**src/rtl/div_result_writeback_pkg.sv**
```systemverilog
// Shared definitions for the divider result write-back stage:
// FSM state encoding and the default operand width.
package div_result_writeback_pkg;

  localparam int DEF_WIDTH = 32;

  typedef enum logic [2:0] {
    st_idle = 3'd0,
    st_fix  = 3'd1,
    st_lo   = 3'd2,
    st_hi   = 3'd3,
    st_done = 3'd4
  } state_t;

endpackage

```
**src/rtl/div_result_writeback_sign_fix.sv**
```systemverilog
// Conditional two's-complement negate. Negating 0 gives 0, and negating
// the most negative value wraps back to itself (no overflow indication).
module div_result_writeback_sign_fix
  import div_result_writeback_pkg::*;
#(
  parameter int WIDTH = DEF_WIDTH
) (
  input  logic [WIDTH-1:0] din,
  input  logic             neg,
  output logic [WIDTH-1:0] dout
);

  localparam logic [WIDTH-1:0] ONE = {{(WIDTH-1){1'b0}}, 1'b1};

  // Pass through or invert-and-increment depending on neg
  always_comb begin
    dout = din;
    if (neg) begin
      dout = ~din + ONE;
    end else begin
      dout = din;
    end
  end

endmodule

```
**src/rtl/div_result_writeback.sv**
```systemverilog
// Divider result write-back: captures the divider's {remainder, quotient}
// word, applies sign correction for signed DIV, loads HI/LO, then writes
// LO and HI onto the shared bus in two granted beats before pulsing done.
module div_result_writeback
  import div_result_writeback_pkg::*;
#(
  parameter int WIDTH     = DEF_WIDTH,
  parameter int BUS_BEATS = 1
) (
  input  logic               clock,
  input  logic               clear,
  input  logic               in_valid,
  output logic               in_ready,
  input  logic [2*WIDTH-1:0] RZ,
  input  logic               signed_op,
  input  logic               sign_a,
  input  logic               sign_b,
  input  logic               div_zero,
  output logic [WIDTH-1:0]   HI,
  output logic [WIDTH-1:0]   LO,
  output logic               dz_flag,
  output logic               bus_req,
  input  logic               bus_gnt,
  output logic               bus_drive,
  output logic [WIDTH-1:0]   bus_out,
  output logic               done
);

  state_t             state_r;
  state_t             state_next_s;

  logic [2*WIDTH-1:0] z_r;
  logic               signed_r;
  logic               sign_a_r;
  logic               sign_b_r;
  logic               div_zero_r;

  logic [WIDTH-1:0]   hi_r;
  logic [WIDTH-1:0]   lo_r;
  logic               dz_flag_r;

  logic               neg_hi_s;
  logic               neg_lo_s;
  logic [WIDTH-1:0]   hi_fix_s;
  logic [WIDTH-1:0]   lo_fix_s;

  logic               in_ready_s;
  logic               bus_req_s;
  logic               bus_drive_s;
  logic [WIDTH-1:0]   bus_out_s;
  logic               done_s;

  // FSM state register; clear abandons any in-flight beat
  always_ff @(posedge clock) begin
    if (!clear) begin
      state_r <= st_idle;
    end else begin
      state_r <= state_next_s;
    end
  end

  // FSM next-state logic; bus phases stall until granted
  always_comb begin
    state_next_s = state_r;
    case (state_r)
      st_idle: begin
        if (in_valid) state_next_s = st_fix;
        else          state_next_s = st_idle;
      end
      st_fix: begin
        if (BUS_BEATS != 0) state_next_s = st_lo;
        else                state_next_s = st_done;
      end
      st_lo: begin
        if (bus_gnt) state_next_s = st_hi;
        else         state_next_s = st_lo;
      end
      st_hi: begin
        if (bus_gnt) state_next_s = st_done;
        else         state_next_s = st_hi;
      end
      st_done: state_next_s = st_idle;
      default: state_next_s = st_idle;
    endcase
  end

  // FSM output decode from the registered state
  always_comb begin
    in_ready_s  = 1'b0;
    bus_req_s   = 1'b0;
    bus_drive_s = 1'b0;
    bus_out_s   = {WIDTH{1'b0}};
    done_s      = 1'b0;
    case (state_r)
      st_idle: in_ready_s = 1'b1;
      st_fix:  in_ready_s = 1'b0;
      st_lo: begin
        bus_req_s   = 1'b1;
        bus_drive_s = bus_gnt;
        bus_out_s   = lo_r;
      end
      st_hi: begin
        bus_req_s   = 1'b1;
        bus_drive_s = bus_gnt;
        bus_out_s   = hi_r;
      end
      st_done: done_s = 1'b1;
      default: in_ready_s = 1'b0;
    endcase
  end

  // Capture the divider word and sideband only when accepting in IDLE
  always_ff @(posedge clock) begin
    if (!clear) begin
      z_r        <= {(2*WIDTH){1'b0}};
      signed_r   <= 1'b0;
      sign_a_r   <= 1'b0;
      sign_b_r   <= 1'b0;
      div_zero_r <= 1'b0;
    end else if ((state_r == st_idle) && in_valid) begin
      z_r        <= RZ;
      signed_r   <= signed_op;
      sign_a_r   <= sign_a;
      sign_b_r   <= sign_b;
      div_zero_r <= div_zero;
    end else begin
      z_r        <= z_r;
      signed_r   <= signed_r;
      sign_a_r   <= sign_a_r;
      sign_b_r   <= sign_b_r;
      div_zero_r <= div_zero_r;
    end
  end

  // Quotient takes the sign of a^b, remainder the dividend's sign; none on /0
  always_comb begin
    neg_lo_s = signed_r & (sign_a_r ^ sign_b_r) & ~div_zero_r;
    neg_hi_s = signed_r & sign_b_r & ~div_zero_r;
  end

  div_result_writeback_sign_fix #(.WIDTH(WIDTH)) u_sign_fix_lo (
    .din  (z_r[WIDTH-1:0]),
    .neg  (neg_lo_s),
    .dout (lo_fix_s)
  );

  div_result_writeback_sign_fix #(.WIDTH(WIDTH)) u_sign_fix_hi (
    .din  (z_r[2*WIDTH-1:WIDTH]),
    .neg  (neg_hi_s),
    .dout (hi_fix_s)
  );

  // HI/LO/dz_flag load in FIX and hold otherwise, including across IDLE
  always_ff @(posedge clock) begin
    if (!clear) begin
      hi_r      <= {WIDTH{1'b0}};
      lo_r      <= {WIDTH{1'b0}};
      dz_flag_r <= 1'b0;
    end else if (state_r == st_fix) begin
      hi_r      <= hi_fix_s;
      lo_r      <= div_zero_r ? {WIDTH{1'b1}} : lo_fix_s;
      dz_flag_r <= div_zero_r;
    end else begin
      hi_r      <= hi_r;
      lo_r      <= lo_r;
      dz_flag_r <= dz_flag_r;
    end
  end

  assign in_ready  = in_ready_s;
  assign bus_req   = bus_req_s;
  assign bus_drive = bus_drive_s;
  assign bus_out   = bus_out_s;
  assign done      = done_s;
  assign HI        = hi_r;
  assign LO        = lo_r;
  assign dz_flag   = dz_flag_r;

endmodule

```
**config.mk**
```make
export PLATFORM = sky130hd
export DESIGN_NAME = div_result_writeback
export DESIGN_NICKNAME = d
export VERILOG_FILES = /design/src/rtl/div_result_writeback_pkg.sv /design/src/rtl/div_result_writeback_sign_fix.sv /design/src/rtl/div_result_writeback.sv
export SDC_FILE = /design/constraint.sdc
export NUM_CORES = 1
export LEC_CHECK = 0
export BUFFER_PORTS_ARGS = -buffer_cell sky130_fd_sc_hd__buf_2
export CORE_MARGIN = 3
export CORE_UTILIZATION = 30
export CTS_CLUSTER_SIZE = 14
export DETAILED_ROUTE_END_ITERATION = 8
export PLACE_DENSITY = 0.56
export SYNTH_ARGS = -nofsm -noshare
export SYNTH_HDL_FRONTEND = slang
export SYNTH_SLANG_ARGS = --single-unit
```
**constraint.sdc**
```tcl
create_clock -name clock -period 4 [get_ports clock]
set_input_delay 0.4 -clock clock [delete_from_list [all_inputs] [get_ports clock]]
set_output_delay 0.4 -clock clock [all_outputs]
set_load 0.01 [all_outputs]
```
==> out/metrics.cfg <==
[run_status]
status = finished, final reports clean

[synthesis]
syn_area_um2 = 6620
netlist.area_leader.share_pct = 41.1
netlist_instances = 853
synthTopCellsByArea = dfxtp_1 (41%), nand2_1 (9.4%), a21oi_1 (8.2%), mux2i_1 (5.7%), nor2_1 (4.5%)
ys_seq_area_share_pct = 41.1
synth_edf_count = 0
synth_top_flop_cell = dfxtp_1
ys_warn_count = 0
synth-seq-cells = 136
synthArstFlopShare_pct = 0
syn_nets = 927
ys_types = 50
avgSynthCellArea_um2 = 7.76
synthTopCellsByCount = nand2_1 (165), dfxtp_1 (136), a21oi_1 (108), nor2_1 (80), clkbuf_1 (58)
synth_largest_area_cell = dfxtp_1
synth.most_common_cell = nand2_1

[clocking]
post_cts_buffers = 0
cts_buffers = 17
path_clk_slew_ns = 0.06
htreeDepth = 4
clk_path_buf_depth = 2
clk_latency_ns = 0.42
cts_tree = done
hold_buffers = 0
cts-resized-gates = 0
cts-root-buf = clkbuf_16
cts_num_sinks = 136

[global_routing]
grt_pass1_wl_um = 35100
grt_use_total_pct = 18.5
grt_antenna_before_repair = 1
grt_pass1_vias = 6297
grt-ovfl-total = 0
grt_max_degree = 49

[sta]
max_freq_mhz = 402
finalSetupViolCount = 0
final.setup_skew_ns = 0.00864
drv_slew = 0
tightest_slew_ns = 1.13
fin_setup_tns_ns = 0
maxSlewHeadroom_pct = 24.6
fin_hold_ws_ns = 0.214
rsz0062_at_grt = false
layout_min_cycle_time_ns = 2.49
min_period_over_period_pct = 62.2
hold_viol = 0

[worst_setup_path]
startpoint_type = register
crit_chain = nor4_1, nand2_1, nor4_1, mux2i_1, a221o_1
critPathMaxFanout = 7
arrival_ns = 2.80
r2r_cells = 5
critPathKind = register to register
max_stage_delay_ns = 0.84
ff2ff_setup_slack_ns = 1.51
cp_slowest_cell = nor4_1
worst_setup_path_end_kind = register
required_ns = 4.31
cpMostUsedCell = nor4_1

[flow_run]
maxCapViolations = 0

[routing]
post_drt_wl_per_cell_um = 17.5
drc_errors = 0
drtPass1Iterations = 5
drt_iter0_markers = 431
finalWirelength_um = 22400
ant_nets = 0
vias = 6587
viasPerCell = 5.15

[hold_path]
min_path_cells = 2
hp-class = input port to register

[power]
leakage_nw = 3.35
ir_worst_vdd_v = 0.000274
power_density_nw_per_um2 = 482

[die]
pin_count = 173
rows = 53
dieHeight_um = 155
die_w_um = 155
core_um2 = 21400
start_util_pct = 31.0
die-area_um2 = 23900

[placed_design]
port_buffers = 172
dpl.hpwl_um = 16300
gp_congestion = 0.865
place_area_um2 = 7670

[final_layout]
num-nets-final = 1066
multiInputGateArea_um2 = 3610
drive_gt1_share_pct = 22.7
fill_cells = 2302
fin_util_pct = 38.9
register_area_um2 = 2720
antennaDiodeCount = 0
syn_to_final_growth_pct = 25.4
design_area_um2 = 8300

registers in the layout, summed over array words and instances, names as in the netlist:
signal / count
state_r: 3
LO: 32
HI: 32
z_r: 64
div_zero_r: 1
dz_flag: 1
signed_r: 1
sign_b_r: 1
sign_a_r: 1
through the flow:
stage / worst slack, ns / total power, mW / std cells
2_1_floorplan: 1.86 / 2.09 / 853
3_3_place_gp: 1.62 / 2.37 / 1248
3_5_place_dp: 1.57 / 2.38 / 1248
4_1_cts: 1.51 / 4.03 / 1280
5_1_grt: 1.32 / 4.18 / 1280
6_report: 1.51 / 4.00 / 1280
cells by family (layout without fill, tap and decap cells):
family	count (synthesis)	count (layout)	share of synthesized area, %
adder cells (fa/ha/maj)	2	2	0.378
multiplexers	38	38	5.75
XOR/XNOR	45	45	5.96
AO/OA/AOI/OAI	223	223	19.7
buffers and inverters	76	228	4.42
AND/OR/NAND/NOR	333	333	22.7
flip-flops	136	136	41.1
where the power goes:
part | internal [mW] | switching [mW]
clock | 1.04 | 0.599
combinational | 0.275 | 0.461
sequential | 1.47 | 0.149
layout by cell type, fill, tap and decap left out, types with 4 or more instances in the layout:
cell	synthesis	layout
and2_1	5	4
nor4_1	13	13
a21oi_1	108	108
or3_1	7	7
clkbuf_16	0	17
dfxtp_1	136	135
and3_1	6	6
buf_2	0	172
a22oi_1	8	8
nor2_1	80	80
xnor2_1	32	32
mux2i_1	38	38
o221ai_1	4	4
a311oi_1	8	8
xor2_1	13	13
clkbuf_8	0	4
o21ai_0	46	46
a41oi_1	9	9
a31oi_1	14	14
o22ai_1	6	6
inv_1	13	12
nor3_1	22	22
buf_4	2	11
nand2_1	165	164
a211oi_1	8	8
routing by layer:
metal,GRT usage [%],wire (um)
met1,25.0,10200
met2,28.6,10200
met3,4.22,1400
met4,7.23,557
met5,0,11
worst paths after layout:
kind                  from         end
hold reg to reg   sign_a_r    sign_a_r
setup / recovery   z_r[34]      HI[31]
setup reg to reg   z_r[34]      HI[31]
hold / removal     bus_gnt  state_r[1]
area by class of cell:
cell class,count,share of cell area (%)
multi-input combinational,641,43.5
sequential,136,32.8
timing repair buffer,183,11.4
clock buffer,21,5.79
tap,275,4.15
clock inverter,11,1.75
inverter,13,0.588
critical path, delay by kind of cell, from the launching register on:
| family | cells | cell delay [ns] |
|---|---|---|
| AO/OA/AOI/OAI | 1 | 0.26 |
| flip-flops | 1 | 0.36 |
| multiplexers | 1 | 0.14 |
| AND/OR/NAND/NOR | 3 | 1.61 |
Power figures use the tool's default switching activity.
